<file path="config.mk">
export PLATFORM = sky130hd
export DESIGN_NAME = weight_monitor
export DESIGN_NICKNAME = d
export VERILOG_FILES = /design/src/rtl/weight_monitor.sv
export SDC_FILE = /design/constraint.sdc
export NUM_CORES = 1
export LEC_CHECK = 0
export ABC_CLOCK_PERIOD_IN_PS = 5750
export CORE_ASPECT_RATIO = 0.75
export CORE_UTILIZATION = 59
export CTS_BUF_LIST = sky130_fd_sc_hd__clkbuf_8 sky130_fd_sc_hd__clkbuf_16
export CTS_CLUSTER_DIAMETER = 40
export DETAILED_ROUTE_END_ITERATION = 7
export PLACE_DENSITY = 0.84
export SYNTH_ARGS = -nofsm -noshare
export SYNTH_HDL_FRONTEND = slang
export SYNTH_SLANG_ARGS = --single-unit
</file>
<file path="constraint.sdc">
create_clock -name clk -period 5.75 [get_ports clk]
set_clock_uncertainty 0.1 [all_clocks]
set_input_delay 1.15 -clock clk [delete_from_list [all_inputs] [get_ports clk]]
set_output_delay 1.15 -clock clk [all_outputs]
set_load 0.01 [all_outputs]
</file>
<file path="src/rtl/weight_monitor.sv">
// Cabin load tracker: counts passenger enter/exit events into a kg estimate and
// drives overload / door-hold / alarm flags with hysteresis and a persistence timer.
module weight_monitor #(
    parameter int unsigned CNT_W        = 10,
    parameter int unsigned UNIT_W       = 75,
    parameter int unsigned MAX_LOAD     = 600,
    parameter int unsigned HYST         = 75,
    parameter int unsigned ALARM_CYCLES = 16
) (
    input  logic             clk,
    input  logic             reset_n,
    input  logic             enter_sensor,
    input  logic             exit_sensor,
    input  logic             weight_clear,
    output logic [CNT_W-1:0] load,
    output logic             weight_limit_exceeded,
    output logic             door_hold,
    output logic             overload_alarm,
    output logic             underflow_err
);

    localparam int unsigned CLR_LVL = MAX_LOAD - HYST;
    localparam int unsigned AC_W    = (ALARM_CYCLES > 1) ? $clog2(ALARM_CYCLES) : 1;

    typedef enum logic [1:0] {
        ST_NORMAL   = 2'd0,
        ST_OVERLOAD = 2'd1,
        ST_ALARM    = 2'd2
    } state_t;

    logic             r_ent_s1, r_ent_s2, r_ent_prev;
    logic             r_ext_s1, r_ext_s2, r_ext_prev;
    logic [CNT_W-1:0] r_load;
    logic             r_uf;
    state_t           r_state;
    logic [AC_W-1:0]  r_cnt;
    logic             r_wle, r_door, r_alarm;

    logic             w_ent_evt, w_ext_evt;
    logic [CNT_W:0]   w_sum;
    logic [CNT_W-1:0] w_load_nxt;
    logic             w_uf_nxt;
    state_t           w_state_nxt;
    logic [AC_W-1:0]  w_cnt_nxt;
    logic             w_over, w_at_clr;

    // Two-flop synchronisers plus a delay flop for rising-edge detection
    always_ff @(posedge clk or negedge reset_n) begin
        if (!reset_n) begin
            r_ent_s1   <= 1'b0;
            r_ent_s2   <= 1'b0;
            r_ent_prev <= 1'b0;
            r_ext_s1   <= 1'b0;
            r_ext_s2   <= 1'b0;
            r_ext_prev <= 1'b0;
        end else begin
            r_ent_s1   <= enter_sensor;
            r_ent_s2   <= r_ent_s1;
            r_ent_prev <= r_ent_s2;
            r_ext_s1   <= exit_sensor;
            r_ext_s2   <= r_ext_s1;
            r_ext_prev <= r_ext_s2;
        end
    end

    assign w_ent_evt = r_ent_s2 & ~r_ent_prev;
    assign w_ext_evt = r_ext_s2 & ~r_ext_prev;
    assign w_sum     = {1'b0, r_load} + (CNT_W+1)'(UNIT_W);

    always_comb begin
        w_load_nxt = r_load;
        w_uf_nxt   = r_uf;
        if (weight_clear) begin
            w_load_nxt = '0;
            w_uf_nxt   = 1'b0;
        end else if (w_ent_evt && w_ext_evt) begin
            w_load_nxt = r_load;
        end else if (w_ent_evt) begin
            w_load_nxt = w_sum[CNT_W] ? {CNT_W{1'b1}} : w_sum[CNT_W-1:0];
        end else if (w_ext_evt) begin
            if (r_load >= CNT_W'(UNIT_W)) begin
                w_load_nxt = r_load - CNT_W'(UNIT_W);
            end else begin
                w_load_nxt = '0;
                w_uf_nxt   = 1'b1;
            end
        end
    end

    // FSM looks at the registered load, so flags trail load by one cycle
    assign w_over   = (r_load >  CNT_W'(MAX_LOAD));
    assign w_at_clr = (r_load <= CNT_W'(CLR_LVL));

    always_comb begin
        w_state_nxt = r_state;
        w_cnt_nxt   = r_cnt;
        if (weight_clear) begin
            w_state_nxt = ST_NORMAL;
            w_cnt_nxt   = '0;
        end else begin
            case (r_state)
                ST_NORMAL: begin
                    if (w_over) begin
                        w_state_nxt = ST_OVERLOAD;
                        w_cnt_nxt   = '0;
                    end
                end
                ST_OVERLOAD: begin
                    if (w_at_clr) begin
                        w_state_nxt = ST_NORMAL;
                        w_cnt_nxt   = '0;
                    end else if (r_cnt == AC_W'(ALARM_CYCLES - 1)) begin
                        w_state_nxt = ST_ALARM;
                    end else begin
                        w_cnt_nxt = r_cnt + AC_W'(1);
                    end
                end
                ST_ALARM: begin
                    if (w_at_clr) begin
                        w_state_nxt = ST_NORMAL;
                        w_cnt_nxt   = '0;
                    end
                end
                default: begin
                    w_state_nxt = ST_NORMAL;
                    w_cnt_nxt   = '0;
                end
            endcase
        end
    end

    always_ff @(posedge clk or negedge reset_n) begin
        if (!reset_n) begin
            r_load  <= '0;
            r_uf    <= 1'b0;
            r_state <= ST_NORMAL;
            r_cnt   <= '0;
            r_wle   <= 1'b0;
            r_door  <= 1'b0;
            r_alarm <= 1'b0;
        end else begin
            r_load  <= w_load_nxt;
            r_uf    <= w_uf_nxt;
            r_state <= w_state_nxt;
            r_cnt   <= w_cnt_nxt;
            r_wle   <= (w_state_nxt != ST_NORMAL);
            r_door  <= (w_state_nxt != ST_NORMAL);
            r_alarm <= (w_state_nxt == ST_ALARM);
        end
    end

    assign load                  = r_load;
    assign underflow_err         = r_uf;
    assign weight_limit_exceeded = r_wle;
    assign door_hold             = r_door;
    assign overload_alarm        = r_alarm;

endmodule
</file>
After elaboration in Yosys (flattened, before gate mapping)
Cells that the tools add are included.
- logic and storage cells: 63
- input bits: 5
- register bits after elaboration: 25
- equality and inequality tests: 10
- reductions and logical operators: 8
- $lt $le $gt $ge: 3
- bitwise operators: 4
- add/subtract/negate cells: 3
- multiplexer cells: 23
- operator list (cell ; count):
    two-way mux 10 bit ; 6
    two-way mux 4 bit ; 5
    one-hot mux 4 bit (3 select lines) ; 1
    adder 10 x 7 -> 11 bit, second input constant ; 1
    greater-or-equal comparator 10 x 7 -> 1 bit, second input constant ; 1
    greater-than comparator 10 bit, second input constant ; 1
    <= comparator 10 bit, second input constant ; 1
    two-way mux 2 bit ; 5
    subtractor 10 x 7 -> 10 bit, second input constant ; 1
    inequality test 2 bit, second input constant ; 3
    inequality test 3 bit, second input constant ; 2
    one-hot mux 2 bit (3 select lines) ; 1
    two-way mux 1 bit ; 5
    adder 4 x 1 -> 4 bit, second input constant ; 1
    == test 2 bit, second input constant ; 2
    == test 4 bit, second input constant ; 1
    inequality test 4 bit, second input constant ; 1
    AND reduction 4 bit ; 1
    nonzero test 2 bit ; 2
    AND reduction 3 bit ; 1
    nonzero test 3 bit ; 1
    bitwise AND 1 bit ; 2
    == test 2 x 1 -> 1 bit, second input constant ; 1
    logical NOT 2 bit ; 1
    3 further kinds ; 4

Longest topological paths before layout
Gate-level depths: netlist (run 1).
- word-level depth: 6
- gate-level depth with buffers: 7
- depth with buffers taken out: 7

Worst setup path after synthesis (run 1)
Ideal clock, no wire load.
- kind: input to register
- start: in weight_clear
- end: reg r_load[6], in the netlist load[6]
- path slack: 3.443 ns
- path buffers: 2
- arrival: 2.085 ns
- cell stages on the path: 5
- path through: buf_1 > nor2b_1 > clkbuf_1 > a21o_1 > a32o_1
- word-level cells in the longest chain between the ends: 2
- RTL lines (element ; RTL line ; RTL):
    start, declared ; 14 ; input logic weight_clear,
    inequality test 2 bit (no line) or nonzero test 3 bit (tied branches) ; n/a ;
    AND reduction 2 bit (no line) ; n/a ;
    end signal, assigned ; 142 ; r_load <= w_load_nxt;
    end, declared ; 33 ; logic [CNT_W-1:0] r_load;
Several ways; a longest one is shown, not always the timed one.
A chain may end at the register's enable or synchronous reset.

Final worst setup path (run 1)
- start: in weight_clear
- end: reg r_cnt[0]
- word-level cells in the longest chain between the ends: 2
- RTL lines (element ; RTL line ; RTL):
    inequality test 4 bit (no line) or inequality test 3 bit (tied branches) ; n/a ;
    AND reduction 3 bit (no line) ; n/a ;
    end signal, assigned ; 145 ; r_cnt <= w_cnt_nxt;
    end, declared ; 36 ; logic [AC_W-1:0] r_cnt;
Several ways; a longest one is shown, not always the timed one.

==> results of run 1 <==
cells in the mapped netlist (3+ instances only):
| master | number | share of area |
|---|---|---|
| dfrtp_1 | 25 | 0.39 |
| nand2_1 | 18 | 0.042 |
| a21oi_1 | 12 | 0.037 |
| nor2_1 | 12 | 0.028 |
| xnor2_1 | 7 | 0.038 |
| inv_1 | 6 | 0.014 |
| o21ai_1 | 6 | 0.019 |
| a31oi_1 | 5 | 0.020 |
| buf_4 | 5 | 0.023 |
| nor2b_1 | 5 | 0.020 |
| ha_1 | 4 | 0.031 |
| nand3_1 | 4 | 0.012 |
| buf_2 | 3 | 0.0094 |
| nand2b_1 | 3 | 0.012 |
| nor3_1 | 3 | 0.0094 |
| o211ai_1 | 3 | 0.014 |
| o21a_1 | 3 | 0.014 |
| o221ai_1 | 3 | 0.016 |
| xor2_1 | 3 | 0.016 |
critical path, delay by kind of cell:
kind	cells	cell delay, ps
AND/OR/NAND/NOR	1	490
multiplexers	1	290
buffers and inverters	1	680
AO/OA/AOI/OAI	1	220
power groups by stage:
| stage | logic (mW) | clock network, mW | registers [mW] |
|---|---|---|---|
| 2_1_floorplan | 0.0612 | 0 | 0.196 |
| 3_3_place_gp | 0.0770 | 0 | 0.205 |
| 3_5_place_dp | 0.0793 | 0 | 0.206 |
| 4_1_cts | 0.0798 | 0.105 | 0.202 |
| 5_1_grt | 0.0875 | 0.109 | 0.205 |
| 6_report | 0.0798 | 0.102 | 0.203 |
placed cells by master (no fill, tap or decap), types with 2 or more instances in the layout:
master,netlist,final
ha_1,4,4
o221ai_1,3,3
o31ai_1,2,2
nor3_2,2,2
nor2b_1,5,5
clkbuf_8,0,3
a21oi_1,12,12
nor2_1,12,12
nor4_1,2,2
nand2b_1,3,3
o21a_1,3,3
nand2_1,18,18
a22o_1,2,2
a31o_1,2,2
nor3_1,3,3
xor2_1,3,3
o311ai_1,2,2
mux2i_1,2,2
dfrtp_1,25,25
a32o_1,2,2
o21ai_1,6,6
nand3_1,4,4
xnor2_1,7,7
a21o_1,2,2
a31oi_1,5,5
o21ai_0,2,2
o211ai_1,3,3
and2_1,2,2
clkdlybuf4s50_1,0,18
inv_1,6,6
path summary, 6_finish.rpt:
check | from | end | slack [ps] | cells past startpoint
min reg2reg | r_ext_s1 | r_ext_s2 | 270 | 0
max reg2reg | r_ent_s2 | load[6] | 3200 | 5
min in group asynchronous | reset_n | load[3] | 1360 | 1
min | r_ext_s1 | r_ext_s2 | 270 | 0
max | weight_clear | r_cnt[0] | 2960 | 4
max in group asynchronous | reset_n | load[0] | 3540 | 1
routing by layer:
layer | GRT usage | vias up
met5 | 0 | -
met4 | 0.0419 | 0
met3 | 0.0510 | 2
met2 | 0.382 | 68
met1 | 0.374 | 635
li1 | - | 646
area by class of cell:
type | instances | area share
Multi-Input combinational cell | 128 | 0.490
Inverter | 7 | 0.0146
Clock buffer | 3 | 0.0229
Tap cell | 34 | 0.0236
Sequential cell | 25 | 0.347
Clock inverter | 1 | 0.00277
Timing Repair Buffer | 18 | 0.0999
stage by stage:
step | hold slack [ps] | utilization | power, mW
after floorplan | 231 | - | 0.258
after CTS | 271 | 0.739 | 0.387
after global placement | 239 | 0.721 | 0.282
after global routing | 289 | 0.739 | 0.402
after detailed placement | 236 | 0.721 | 0.285
final | 269 | 0.739 | 0.385
logic make-up after synthesis:
kind of cell    Yosys count
xor+xnor                 10
compound gates           54
buf+inv                  19
simple gates             57
mux                       3
fa+ha+maj                 4
flops                    25
registers in the layout, indices dropped and copies added (netlist names):
name	flops
r_ext_s1	1
overload_alarm	1
load	10
r_ent_s2	1
underflow_err	1
r_ent_s1	1
r_cnt	4
r_ext_prev	1
door_hold	1
r_state	2
r_ext_s2	1
r_ent_prev	1
==> metrics.md, run 1 <==
| Metric | Value |
|---|---|
| Status | `finished, final reports clean` |
| Worst slew pin tran | `1080 ps` |
| Synth Area in Simple Gates | `0.201` |
| Max Slew Vio Count | `0` |
| Max_cap viols | `0` |
| Dpl cell area | `1760 µm²` |
| Crit end category | `flop` |
| Worst IR Drop VDD | `0.215 mV` |
| Metal-1 WL | `1680 µm` |
| Fmax achieved | `0.359 GHz` |
| Postcts setup bufs | `0` |
| CTS H-Tree Depth | `1` |
| Mux cell area share after synthesis | `0.0219` |
| FF+latch count, synth | `25` |
| Die height | `47.1 µm` |
| Placed Cells | `212` |
| CTS Buf Count | `3` |
| CTS Sinks | `25` |
| Cell at the slowest stage of the critical path | `clkdlybuf4s50_1` |
| Wire length per cell | `15.9 µm` |
| Core ar. | `2440 µm²` |
| Top_reg_cell synth | `dfrtp_1` |
| Sequential Power Share | `0.527` |
| Antenna violations before repair | `0` |
| CTS tree | `done` |
| Critical path, cell by cell | `clkdlybuf4s50_1, or3_1, o21ba_4, mux2_4` |
| Number of gates resized after cts | `0` |
| Synth Area in Compound Gates | `0.243` |
| DP HPWL | `2530 µm` |
| Setup TNS | `0 ps` |
| Combinational share of power | `0.207` |
| PortBufs | `18` |
| Routed WL | `3440 µm` |
| Register area | `626 µm²` |
| Row cnt | `15` |
| GRT Util Overall | `0.249` |
| Layout cells sized above 1 | `0.0604` |
| Largest net degree at the start of global routing | `26` |
| Chip Width | `62.2 µm` |
| PnR worst setup slack | `2960 ps` |
| Clock-pin transition on the worst setup and hold timing paths | `90 ps` |
| Largest family of logic cells by synthesized area | `compound AO/OA/AOI/OAI gates` |
| Vias in the first global route | `1145` |
| Post-Synth XOR/XNOR Area | `0.0546` |
| Die ar. | `2930 µm²` |
| Via count | `1351` |
| Synth warnings | `0` |
| Post-synthesis sequential area ratio | `0.390` |
| Clk Latency, worst-skew pair | `260 ps` |
| NetSw | `0.116 mW` |
| Worst-path fanout max | `12` |
| Global-route wire length before repair | `5470 µm` |
| Hold_buf cts | `0` |
| Vias per cell | `6.25` |
| CP Data Arrival Time | `2840 ps` |
| # IOs | `19` |
| Cell area after layout | `1800 µm²` |
| Internal | `0.269 mW` |
| Tmin final | `2790 ps` |
| Detailed router's first-iteration violation count | `89` |
| Min-Delay Path Class | `flop to flop` |
| Max incr delay on CP | `680 ps` |
| TritonRoute pass-1 iters | `5` |
| RSZ-0062 raised after global routing | `false` |
| Post-Synthesis Cells | `172` |
| Gpl congestion | `0.893` |
| Final Instance Count excl. Fillers | `216` |
| Syn_nets | `181` |
| Startpoint Class | `input pin` |
| Post-synth EDFFs | `0` |
| Setup CP Type | `input pin to flop` |
| DRC viols | `0` |
| Final Net Count | `192` |
| Gr ovfl total | `0` |
| Multi-input logic area | `883 µm²` |
| CP required | `5810 ps` |
| Synth Area in Adders | `0.0312` |
| Fill count | `170` |
| Mean post-synth cell area | `9.32 µm²` |
| Clk root buf | `clkbuf_8` |
| Fin. Hold Viols | `0` |
| Tcrit/Tclk final | `0.484` |
| Met2 WL post-DR | `1450 µm` |
| Area Overhead vs Synth | `12.6%` |
| Post-route ant nets | `0` |
| Sw Ratio | `0.301` |
| Metal3 WL | `294 µm` |
| Starting density of the core | `0.657` |
| Ys async rst share | `1.00` |
| Slew headroom | `0.276` |
| Pwr Density | `213 nW/µm²` |
| Highest Signal Layer | `met4` |
| Mapped Area | `1600 µm²` |
| Clock buffer depth | `2` |
| Antenna cells | `0` |
| P_leak | `0.717 nW` |
| Cell variety after synth | `48` |
| Final Setup Violations | `0` |
| Dpl ws | `2700 ps` |
| Clock Power Share | `0.266` |
(Power assumes the default switching activity.)
==> run 2, diff against run 1 <==
ABC_CLOCK_PERIOD_IN_PS = 2600   (was 5750)
CORE_UTILIZATION = 55   (was 59)
PLACE_DENSITY = 0.79   (was 0.84)
clock period = 2.6 ns   (was 5.75 ns; I/O delays follow)
==> metrics.md, run 2 (synthesized netlist as in run 1, its figures left out) <==
| Metric | Value |
|---|---|
| TritonRoute pass-1 iters | `4` |
| Vias in the first global route | `1265` |
| Clk root buf | `clkbuf_8` |
| Via count | `1350` |
| Die height | `48.8 µm` |
| Dpl ws | `303 ps` |
| Most frequent cells in the layout | `dfrtp_1 (25), nand2_1 (18), clkdlybuf4s50_1 (18), a21oi_1 (12), nor2_1 (12)` |
| Min-Delay Path Class | `flop to flop` |
| Gr ovfl total | `0` |
| Postcts setup bufs | `0` |
| Hold_ws | `262 ps` |
| Final Instance Count excl. Fillers | `223` |
| Fin. Hold Viols | `0` |
| Core ar. | `2680 µm²` |
| Vias per cell | `6.05` |
| Clock buffer depth | `2` |
| Antenna violations before repair | `0` |
| Largest net degree at the start of global routing | `26` |
| Wire length per cell | `15.5 µm` |
| CTS H-Tree Depth | `1` |
| Number of gates resized after cts | `0` |
| Placed Cells | `219` |
| Max incr delay on CP | `500 ps` |
| GRT Util Overall | `0.248` |
| RSZ-0062 raised after global routing | `false` |
| CP required | `2660 ps` |
| DP HPWL | `2580 µm` |
| Cell at the slowest stage of the critical path | `dfrtp_1` |
| Combinational share of power | `0.214` |
| Setup TNS | `0 ps` |
| Tcrit/Tclk final | `0.895` |
| Chip Width | `64.3 µm` |
| PnR worst setup slack | `272 ps` |
| Internal | `0.602 mW` |
| Area Overhead vs Synth | `15.1%` |
| NetSw | `0.255 mW` |
| P_leak | `0.742 nW` |
| Worst IR Drop VDD | `0.343 mV` |
| # IOs | `19` |
| Final Net Count | `197` |
| Clock-pin transition on the worst setup and hold timing paths | `80 ps` |
| Starting density of the core | `0.597` |
| Die ar. | `3140 µm²` |
| Fmax achieved | `0.430 GHz` |
| Critical path, cell by cell | `inv_1, ha_1, nand4bb_1, a31o_4, nor4_4, o21ba_4, mux2_4` |
| Tmin final | `2330 ps` |
| Sw Ratio | `0.298` |
| Max_cap viols | `0` |
| Post-route ant nets | `0` |
| Status | `finished, final reports clean` |
| Sequential Power Share | `0.522` |
| PortBufs | `18` |
| Startpoint Class | `flop` |
| DRC viols | `0` |
| Hold_buf cts | `0` |
| Most common cell after layout, fill and taps aside | `dfrtp_1` |
| Antenna cells | `0` |
| Gpl congestion | `0.926` |
| Largest register FFs | `10` |
| Dpl cell area | `1800 µm²` |
| Row cnt | `16` |
| Setup CP Type | `flop to flop` |
| Global-route wire length before repair | `5960 µm` |
| Layout cells sized above 1 | `0.0856` |
| Clock Power Share | `0.264` |
| Routed WL | `3460 µm` |
| Detailed router's first-iteration violation count | `90` |
| Clk Latency, worst-skew pair | `270 ps` |
| CTS Buf Count | `3` |
| Worst-path fanout max | `10` |
| CTS Sinks | `25` |
| Pwr Density | `464 nW/µm²` |
| Slew headroom | `0.671` |
| Cell area after layout | `1840 µm²` |
| CTS tree | `done` |
| Crit end category | `flop` |
| Max Slew Vio Count | `0` |
| Final Setup Violations | `0` |
| Worst slew pin tran | `490 ps` |
| CP Data Arrival Time | `2390 ps` |
[run 2: changes by cell type in the layout (fill, tap and decap cells not counted)]
cell | previous run | this run
buf_4 | 0 | 5
[run 2: stage by stage]
step                 util  power [mW]
global route        0.688       0.902
detailed placement  0.670       0.636
global placement    0.670       0.630
finish              0.688       0.857
floorplan               -       0.570
CTS                 0.688       0.863
[run 2: worst paths after layout]
check	from	endpoint	slack [ps]	cells after the start
max	load[0]	r_cnt[0]	270	7
min in group asynchronous	reset_n	load[5]	500	2
min reg2reg	r_ext_s1	r_ext_s2	260	0
min	r_ext_s1	r_ext_s2	260	0
max reg2reg	load[0]	r_cnt[0]	270	7
max in group asynchronous	reset_n	load[2]	1660	2
[run 2: critical path, delay by kind of cell, from the launching register on]
kind                       cells  cell delay (ps)
AOI/OAI and AO/OA              2              510
adders and majority gates      1              240
buffers and inverters          1               80
DFF                            1              500
muxes                          1              290
and+or+nand+nor                2              480
[run 2: layout make-up]
| type | count | area [µm²] |
|---|---|---|
| clock buffers | 3 | 41.3 |
| clock inverters | 1 | 5.00 |
| fillers | 228 | 838 |
| inverters | 7 | 26.3 |
| multi-input cells | 128 | 883 |
| flip-flops and latches | 25 | 626 |
| well taps | 36 | 45.0 |
| repair buffers | 23 | 218 |
[run 2: power groups by stage]
stage,Sequential (mW),Clock (mW),Combinational (mW)
detailed placement,0.454,0,0.182
global placement,0.452,0,0.178
global route,0.452,0.248,0.202
CTS,0.446,0.234,0.183
finish,0.447,0.226,0.183
floorplan,0.434,0,0.135
[run 2: layer usage]
layer,global-route usage,routed length [µm]
met5,0,0
met1,0.364,1660
met2,0.368,1490
met4,0.0593,29
met3,0.0613,272
==> run 3, diff against run 2 <==
CORE_MARGIN = 2   (was default)
==> metrics.md, run 3 (synthesized netlist as in run 1, its figures left out) <==
| Metric | Value |
|---|---|
| Max Slew Vio Count | `0` |
| Cell area after layout | `1840 µm²` |
| Number of gates resized after cts | `0` |
| Antenna cells | `0` |
| Worst-path fanout max | `10` |
| Clk root buf | `clkbuf_8` |
| CP required | `2660 ps` |
| Worst slew pin tran | `510 ps` |
| CTS Buf Count | `3` |
| P_leak | `0.742 nW` |
| CP Data Arrival Time | `2400 ps` |
| Combinational share of power | `0.215` |
| Clock-pin transition on the worst setup and hold timing paths | `80 ps` |
| Sw Ratio | `0.298` |
| Gpl congestion | `0.978` |
| CTS H-Tree Depth | `1` |
| NetSw | `0.256 mW` |
| Largest register FFs | `10` |
| Hold_buf cts | `0` |
| Largest net degree at the start of global routing | `26` |
| Antenna violations before repair | `0` |
| Max_cap viols | `0` |
| PortBufs | `18` |
| Final Net Count | `197` |
| CTS tree | `done` |
| Detailed router's first-iteration violation count | `134` |
| Most frequent cells in the layout | `dfrtp_1 (25), nand2_1 (18), clkdlybuf4s50_1 (18), a21oi_1 (12), nor2_1 (12)` |
| Crit end category | `flop` |
| Setup TNS | `0 ps` |
| Pwr Density | `465 nW/µm²` |
| Global-route wire length before repair | `6070 µm` |
| Row cnt | `16` |
| Clock buffer depth | `2` |
| Min-Delay Path Class | `flop to flop` |
| Fin. Hold Viols | `0` |
| Worst IR Drop VDD | `0.421 mV` |
| Clk Latency, worst-skew pair | `260 ps` |
| Dpl cell area | `1800 µm²` |
| DRC viols | `0` |
| Vias per cell | `6.07` |
| Chip Width | `66.3 µm` |
| Wire length per cell | `15.6 µm` |
| TritonRoute pass-1 iters | `4` |
| DP HPWL | `2630 µm` |
| Routed WL | `3470 µm` |
| Clock Power Share | `0.263` |
| Internal | `0.602 mW` |
| Slew headroom | `0.658` |
| Via count | `1353` |
| Tcrit/Tclk final | `0.901` |
| Post-route ant nets | `0` |
| Sequential Power Share | `0.522` |
| GRT Util Overall | `0.236` |
| CTS Sinks | `25` |
| Core ar. | `2680 µm²` |
| Starting density of the core | `0.597` |
| Critical path, cell by cell | `inv_1, ha_1, nand4bb_1, a31o_4, nor4_4, o21ba_4, mux2_4` |
| Status | `finished, final reports clean` |
| Max incr delay on CP | `510 ps` |
| Postcts setup bufs | `0` |
| Setup CP Type | `flop to flop` |
| PnR worst setup slack | `259 ps` |
| Startpoint Class | `flop` |
| Tot Pwr | `0.858 mW` |
| RSZ-0062 raised after global routing | `false` |
| Gr ovfl total | `0` |
| Dpl ws | `281 ps` |
| Vias in the first global route | `1331` |
| Die height | `50.8 µm` |
| Final Setup Violations | `0` |
| Most common cell after layout, fill and taps aside | `dfrtp_1` |
| Area Overhead vs Synth | `15.1%` |
| Die ar. | `3370 µm²` |
| Fmax achieved | `0.427 GHz` |
| Layout cells sized above 1 | `0.0856` |
| Tmin final | `2340 ps` |
| # IOs | `19` |
| Cell at the slowest stage of the critical path | `dfrtp_1` |
## run 3: cell counts in the layout (fill, tap and decap cells not counted)
No cell type changed its count.
## run 3: metal layers
metal  global-route usage  part of all wire
met2                0.363              0.47
met1                0.348              0.47
met5                    0                 0
met4               0.0374            0.0014
met3               0.0493             0.053
## run 3: power by group through the flow
stage	combinational, mW	clock, mW	sequential, mW
final	0.184	0.226	0.448
after floorplan	0.135	0	0.434
after CTS	0.185	0.234	0.447
after detailed placement	0.184	0	0.455
after global placement	0.180	0	0.451
after global routing	0.202	0.247	0.453
## run 3: path summary, 6_finish.rpt
path                           from       end  slack (ps)  cells past startpoint
hold / removal             r_ext_s1  r_ext_s2         260                      0
min in group asynchronous   reset_n   load[4]         500                      2
max in group asynchronous   reset_n   load[6]        1650                      2
setup / recovery            load[0]  r_cnt[0]         260                      7
hold reg to reg            r_ext_s1  r_ext_s2         260                      0
setup reg to reg            load[0]  r_cnt[0]         260                      7
## run 3: critical path, delay by kind of cell (launching register included)
kind | cells | cell delay [ps]
flops | 1 | 510
compound gates | 2 | 500
simple gates | 2 | 490
mux | 1 | 290
fa+ha+maj | 1 | 250
buf+inv | 1 | 80
## run 3: final cells by class
class / count / area, µm²
well taps: 36 / 45.0
flip-flops and latches: 25 / 626
inverters: 7 / 26.3
multi-input cells: 128 / 883
repair buffers: 23 / 218
clock buffers: 3 / 41.3
clock inverters: 1 / 5.00
fillers: 219 / 838
## run 3: through the flow
| step | utilization | hold slack (ps) | instances |
|---|---|---|---|
| after floorplan | - | 124 | 172 |
| after global placement | 0.670 | 237 | 219 |
| after detailed placement | 0.670 | 242 | 219 |
| after CTS | 0.688 | 263 | 223 |
| after global routing | 0.688 | 270 | 223 |
| final | 0.688 | 258 | 223 |
